## src/rtl/cache_refill_pkg.sv

```systemverilog
// cache_refill_pkg: shared types and helpers for the refill line collector
`ifndef VC_MEM_RESP_MSG_TYPE_WRITE
`define VC_MEM_RESP_MSG_TYPE_WRITE 3'd1
`endif
package cache_refill_pkg;
  localparam logic [2:0] RESP_WR = `VC_MEM_RESP_MSG_TYPE_WRITE;
  typedef enum logic [1:0] {IDLE, COLLECT, DONE} state_t;
  typedef logic [31:0] word_t;
  function automatic int idx_w(input int line_words);
    return $clog2(line_words);
  endfunction
endpackage

```

## src/rtl/cache_refill_line_collector_dpath.sv

```systemverilog
// cache_refill_line_collector_dpath: line register bank, arrival bitmap, word counter and duplicate flag
module cache_refill_line_collector_dpath
  import cache_refill_pkg::*;
#(
  parameter int WORD_W = 32,
  parameter int LINE_WORDS = 16,
  localparam int IW = idx_w(LINE_WORDS)
) (
  input  logic                         clk,
  input  logic                         reset,
  input  logic                         clear,
  input  logic                         wr_en,
  input  logic [IW-1:0]                idx,
  input  logic [WORD_W-1:0]            data,
  output logic                         seen,
  output logic                         last,
  output logic [WORD_W*LINE_WORDS-1:0] line_data,
  output logic                         line_dup
);
  logic [LINE_WORDS-1:0] bitmap;
  logic [IW:0] count;
  assign seen = bitmap[idx];
  // a repeated index overwrites its slot but never advances the count
  assign last = wr_en && !seen && count == (IW+1)'(LINE_WORDS-1);
  always_ff @(posedge clk)
    if (reset || clear) begin
      bitmap <= '0;
      count <= '0;
      line_data <= '0;
      line_dup <= 1'b0;
    end else if (wr_en) begin
      bitmap[idx] <= 1'b1;
      line_data[idx*WORD_W +: WORD_W] <= data;
      count <= count + {{IW{1'b0}}, !seen};
      line_dup <= line_dup | seen;
    end
endmodule

```

## src/rtl/cache_refill_line_collector.sv

```systemverilog
// cache_refill_line_collector: assembles out-of-order memory read responses into one cache line
// CACHE_REFILL_CRIT_WORD_EN adds early forwarding of the critical word (crit_idx/crit_val/crit_data)
module cache_refill_line_collector
  import cache_refill_pkg::*;
#(
  parameter int WORD_W = 32,
  parameter int LINE_WORDS = 16,
  parameter int OPQ_W = 8,
  localparam int IW = idx_w(LINE_WORDS)
) (
  input  logic                         clk,
  input  logic                         reset,
  input  logic                         start_val,
  output logic                         start_rdy,
  input  logic                         resp_val,
  output logic                         resp_rdy,
  input  logic [2:0]                   resp_type,
  input  logic [OPQ_W-1:0]             resp_opaque,
  input  logic [WORD_W-1:0]            resp_data,
  output logic                         line_val,
  input  logic                         line_rdy,
  output logic [WORD_W*LINE_WORDS-1:0] line_data,
  output logic                         line_dup
`ifdef CACHE_REFILL_CRIT_WORD_EN
  ,
  input  logic [IW-1:0]                crit_idx,
  output logic                         crit_val,
  output logic [WORD_W-1:0]            crit_data
`endif
);
  state_t state;
  logic is_wr, rd_acc, seen, last, unused_opq;
  logic [IW-1:0] idx;
  assign is_wr = resp_type == RESP_WR;
  assign idx = resp_opaque[IW-1:0];
  assign unused_opq = ^resp_opaque;
  assign start_rdy = state == IDLE;
  assign line_val = state == DONE;
  // write acks are always drained; reads only while collecting
  assign resp_rdy = state == COLLECT || is_wr;
  assign rd_acc = state == COLLECT && resp_val && !is_wr;
  always_ff @(posedge clk)
    if (reset) state <= IDLE;
    else if (state == IDLE && start_val) state <= COLLECT;
    else if (state == COLLECT && last) state <= DONE;
    else if (state == DONE && line_rdy) state <= IDLE;
  cache_refill_line_collector_dpath #(.WORD_W(WORD_W), .LINE_WORDS(LINE_WORDS)) u_dpath (
    .clk(clk),
    .reset(reset),
    .clear(start_rdy && start_val),
    .wr_en(rd_acc),
    .idx(idx),
    .data(resp_data),
    .seen(seen),
    .last(last),
    .line_data(line_data),
    .line_dup(line_dup)
  );
`ifdef CACHE_REFILL_CRIT_WORD_EN
  logic [IW-1:0] crit_q;
  always_ff @(posedge clk)
    if (reset) crit_q <= '0;
    else if (start_rdy && start_val) crit_q <= crit_idx;
  assign crit_val = rd_acc && !seen && idx == crit_q;
  assign crit_data = resp_data;
`endif
endmodule

```

## config.mk

```make
export PLATFORM = sky130hd
export DESIGN_NAME = cache_refill_line_collector
export DESIGN_NICKNAME = d
export VERILOG_FILES = /design/src/rtl/cache_refill_pkg.sv /design/src/rtl/cache_refill_line_collector_dpath.sv /design/src/rtl/cache_refill_line_collector.sv
export SDC_FILE = /design/constraint.sdc
export NUM_CORES = 1
export LEC_CHECK = 0
export CORE_MARGIN = 5
export CORE_UTILIZATION = 44
export DETAILED_ROUTE_END_ITERATION = 10
export PLACE_DENSITY = 0.77
export SLEW_MARGIN = 20
export SYNTH_ARGS = -nofsm -noshare
export SYNTH_HDL_FRONTEND = slang
export SYNTH_SLANG_ARGS = --single-unit
```

## constraint.sdc

```tcl
create_clock -name clk -period 3.4 [get_ports clk]
set_clock_uncertainty 0.1 [all_clocks]
set_input_delay 0.85 -clock clk [delete_from_list [all_inputs] [get_ports clk]]
set_output_delay 0.85 -clock clk [all_outputs]
set_load 0.01 [all_outputs]
```

==> run summary <==
core box area -> 47,650 um^2
crit path time final -> 3.049 ns
Port Buffers -> 559
Fillers -> 3,861
switching share of power -> 25.41%
final setup fails -> 0
part of the power in the clock network -> 44.2%
top cell type by total area after synthesis -> dfxtp_1
synth unique cells -> 48
global-route wire length before repair -> 137.1 mm
wire length on met3 -> 10.01 mm
Fin Setup TNS -> 0 ns
total CTS buffers -> 54
crit path max fanout -> 12
Synth Flop Type -> dfxtp_1
die height -> 229.3 um
worst min path class -> register to register
RSZ-0062 raised after global routing -> false
largest net degree at the start of global routing -> 129
die area -> 52,590 um^2
highest metal used -> met5
Total Wirelength -> 95.72 mm
share of the yosys chip area belonging to registers -> 50.70%
Yosys reg bits -> 536
Reg-to-Reg Start -> u_dpath.bitmap[11]
fin nets -> 2,974
dpl hpwl -> 65.80 mm
ANT nets after route -> 0
Initial Utilization -> 44.42%
Cell Area, Synth -> 21,160 um^2
io pins -> 564
Pwr Total -> 13.28 mW
Slew HR -> 32.18%
share of layout cells above drive strength 1 -> 9.235%
# DRC -> 0
Area growth syn-to-layout -> 40.78%
Mapped Cells -> 2,451
Tcrit/Tclk final -> 89.67%
maxcap violations -> 0
Sw Pwr -> 3.373 mW
worst r2r path cells -> 10
worst reg2reg endpoint -> u_dpath.count[4]
Worst Setup Start Kind -> input port
crit path DAT -> 3.43 ns
count leader, synth -> dfxtp_1
CP Class -> input port to register
Ys Warns -> 0
Row Count -> 80
worst vdd ir -> 0.3545 mV
worst slew pin tran -> 1.017 ns
FMAX -> 328.0 MHz
number of synthesized flops with an enable pin -> 0
P_int -> 9.903 mW
vias post-DR -> 22.43k
CTS Hold Bufs -> 0
Post-Syn Nets -> 2,508
htree depth -> 2
status -> completed
final hold viol count -> 0
sequential power share -> 47.4%
Worst setup EP type -> register
syn_area_per_cell -> 8.635 um^2
CTS Buffer Depth -> 3
area share of the largest cell type after synthesis -> 50.70%
WL/cell -> 26.80 um
total gr overflow -> 0
Initial DRC Count -> 3,366
Worst-path clk slew -> 0.06 ns
Final Max Slew Viols -> 0
reg2reg setup slack -> 0.78 ns
Leakage Power -> 10.42 nW
vias in the first global route -> 21.07k
post-CTS setup repair buffer count -> 0
root buffer cell -> clkbuf_16
total global-route track usage -> 33.72%
Area contributors post-synth -> dfxtp_1 51%, a21oi_1 8.4%, o21ai_0 8.0%, nand4_1 6.2%, mux2i_1 6.1%
combinational power share -> 8.4%
Routed met1 length -> 35.28 mm
clock sink total -> 536
FFs w/ async S/R, synth -> 0%
CTS tree -> yes
Req. time, crit path -> 3.78 ns
Pre-Repair DR Iteration Count -> 6
hold path start -> u_dpath.line_data[404]
Cell Pwr Density -> 445.6 nW/um^2
Commonest cells post-synth -> 536 x dfxtp_1, 354 x a21oi_1, 338 x o21ai_0, 211 x nand4_1, 203 x clkbuf_1
Met2 Wirelength -> 43.47 mm
antenna violations before repair -> 2
worst skew pair latency -> 0.60 ns
hold endpoint -> u_dpath.line_data[404]
hold depth -> 2
GP Congestion -> 0.8992
Die X -> 229.3 um
DR vias/cell -> 6.278
-- power by group through the flow --
stage | clock [mW] | combinational (mW) | sequential (mW)
after floorplan | 0 | 0.529 | 6.43
after global placement | 0 | 1.06 | 6.43
after detailed placement | 0 | 1.07 | 6.43
after CTS | 5.89 | 1.08 | 6.29
after global routing | 6.15 | 1.15 | 6.29
final | 5.87 | 1.12 | 6.29
-- repair_timing --
action | 4_1_cts | 5_1_grt
setup endpoints to repair | 0 | 1
endpoints found under the hold margin | 0 | 0
gates resized for setup | 0 | 1
-- layout make-up --
class,instances,area (um^2),area share [%]
clock inverter,18,168.9,0.5669
inverter,8,31.28,0.1050
timing repair buffer,713,7287,24.46
clock buffer,77,1559,5.232
tap,615,769.5,2.583
multi-input combinational,1604,9246,31.03
antenna,1,2.502,0.008399
sequential,536,10730,36.01
-- critical path, stage by stage --
cell	delay, ns
clkdlybuf4s50_1	0.51
buf_12	0.16
mux4_2	0.30
a22o_1	0.24
nor2_1	0.18
buf_4	0.15
ha_1	0.18
ha_1	0.20
nand2_1	0.06
nor4b_1	0.36
xnor2_1	0.17
nor2_1	0.06
-- worst max path at each step --
| stage | startpoint | endpoint | slack (ns) | cells after the start |
|---|---|---|---|---|
| after floorplan | resp_opaque[0] | u_dpath.line_data[214] | 0.12 | 12 |
| after detailed placement | resp_opaque[1] | u_dpath.count[4] | -0.24 | 12 |
| after global placement | resp_opaque[1] | u_dpath.line_data[175] | -0.11 | 9 |
| after CTS | resp_type[0] | resp_rdy | 0.03 | 4 |
| after global routing | resp_opaque[1] | u_dpath.count[4] | 0.24 | 12 |
| final | resp_opaque[1] | u_dpath.count[4] | 0.35 | 12 |
-- cells by family (layout without fill, tap and decap cells) --
logic type,after synthesis,after routing,synth area share [%]
AOI/OAI and AO/OA,801,801,19.66
DFF,536,536,50.70
xor gates and xnor gates,4,4,0.2010
adders and majority gates,9,9,0.5321
muxes,132,132,6.479
buffers and inverters,311,816,6.172
other,0,1,0
and+or+nand+nor,658,658,16.26
-- per-layer routing --
| metal | vias up | global-route usage (%) |
|---|---|---|
| li1 | 9779 | - |
| met1 | 10697 | 41.84 |
| met2 | 1610 | 54.02 |
| met3 | 338 | 7.679 |
| met4 | 2 | 19.60 |
| met5 | - | 0 |
-- placed cells by master, fill, tap and decap left out, types with 7 or more instances in the layout --
master / netlist / final
nand2_1: 173 / 171
o21ai_1: 51 / 51
clkinv_2: 0 / 13
nand3_1: 179 / 177
o21ai_0: 338 / 338
clkbuf_16: 0 / 55
dfxtp_1: 536 / 536
o211ai_1: 32 / 32
clkbuf_1: 203 / 12
nand4_1: 211 / 211
buf_4: 16 / 111
a21oi_1: 354 / 354
and3_1: 32 / 32
clkbuf_8: 0 / 10
a31oi_1: 16 / 16
ha_1: 9 / 7
nor2_1: 31 / 27
clkdlybuf4s50_1: 0 / 557
buf_12: 0 / 43
mux2i_1: 128 / 128
-- state kept, by name (all words and copies together), names as in the netlist --
signal and count:
u_dpath.line_dup 1, u_dpath.line_data 512, u_dpath.count 5, u_dpath.bitmap 16
state 2
-- metrics by stage --
stage,std cells,cell area [um^2],hold WS [ns],utilization (%),worst slack [ns]
finish,3572,29790,0.3582,62.53,0.3512
CTS,3571,29790,0.3590,62.52,0.03022
global placement,3476,28060,0.3433,58.89,-0.1056
floorplan,2451,21160,0.3315,-,0.1224
detailed placement,3476,28060,0.3511,58.89,-0.2394
global route,3572,29790,0.3724,62.53,0.2430
Power figures use the tool's default switching activity.
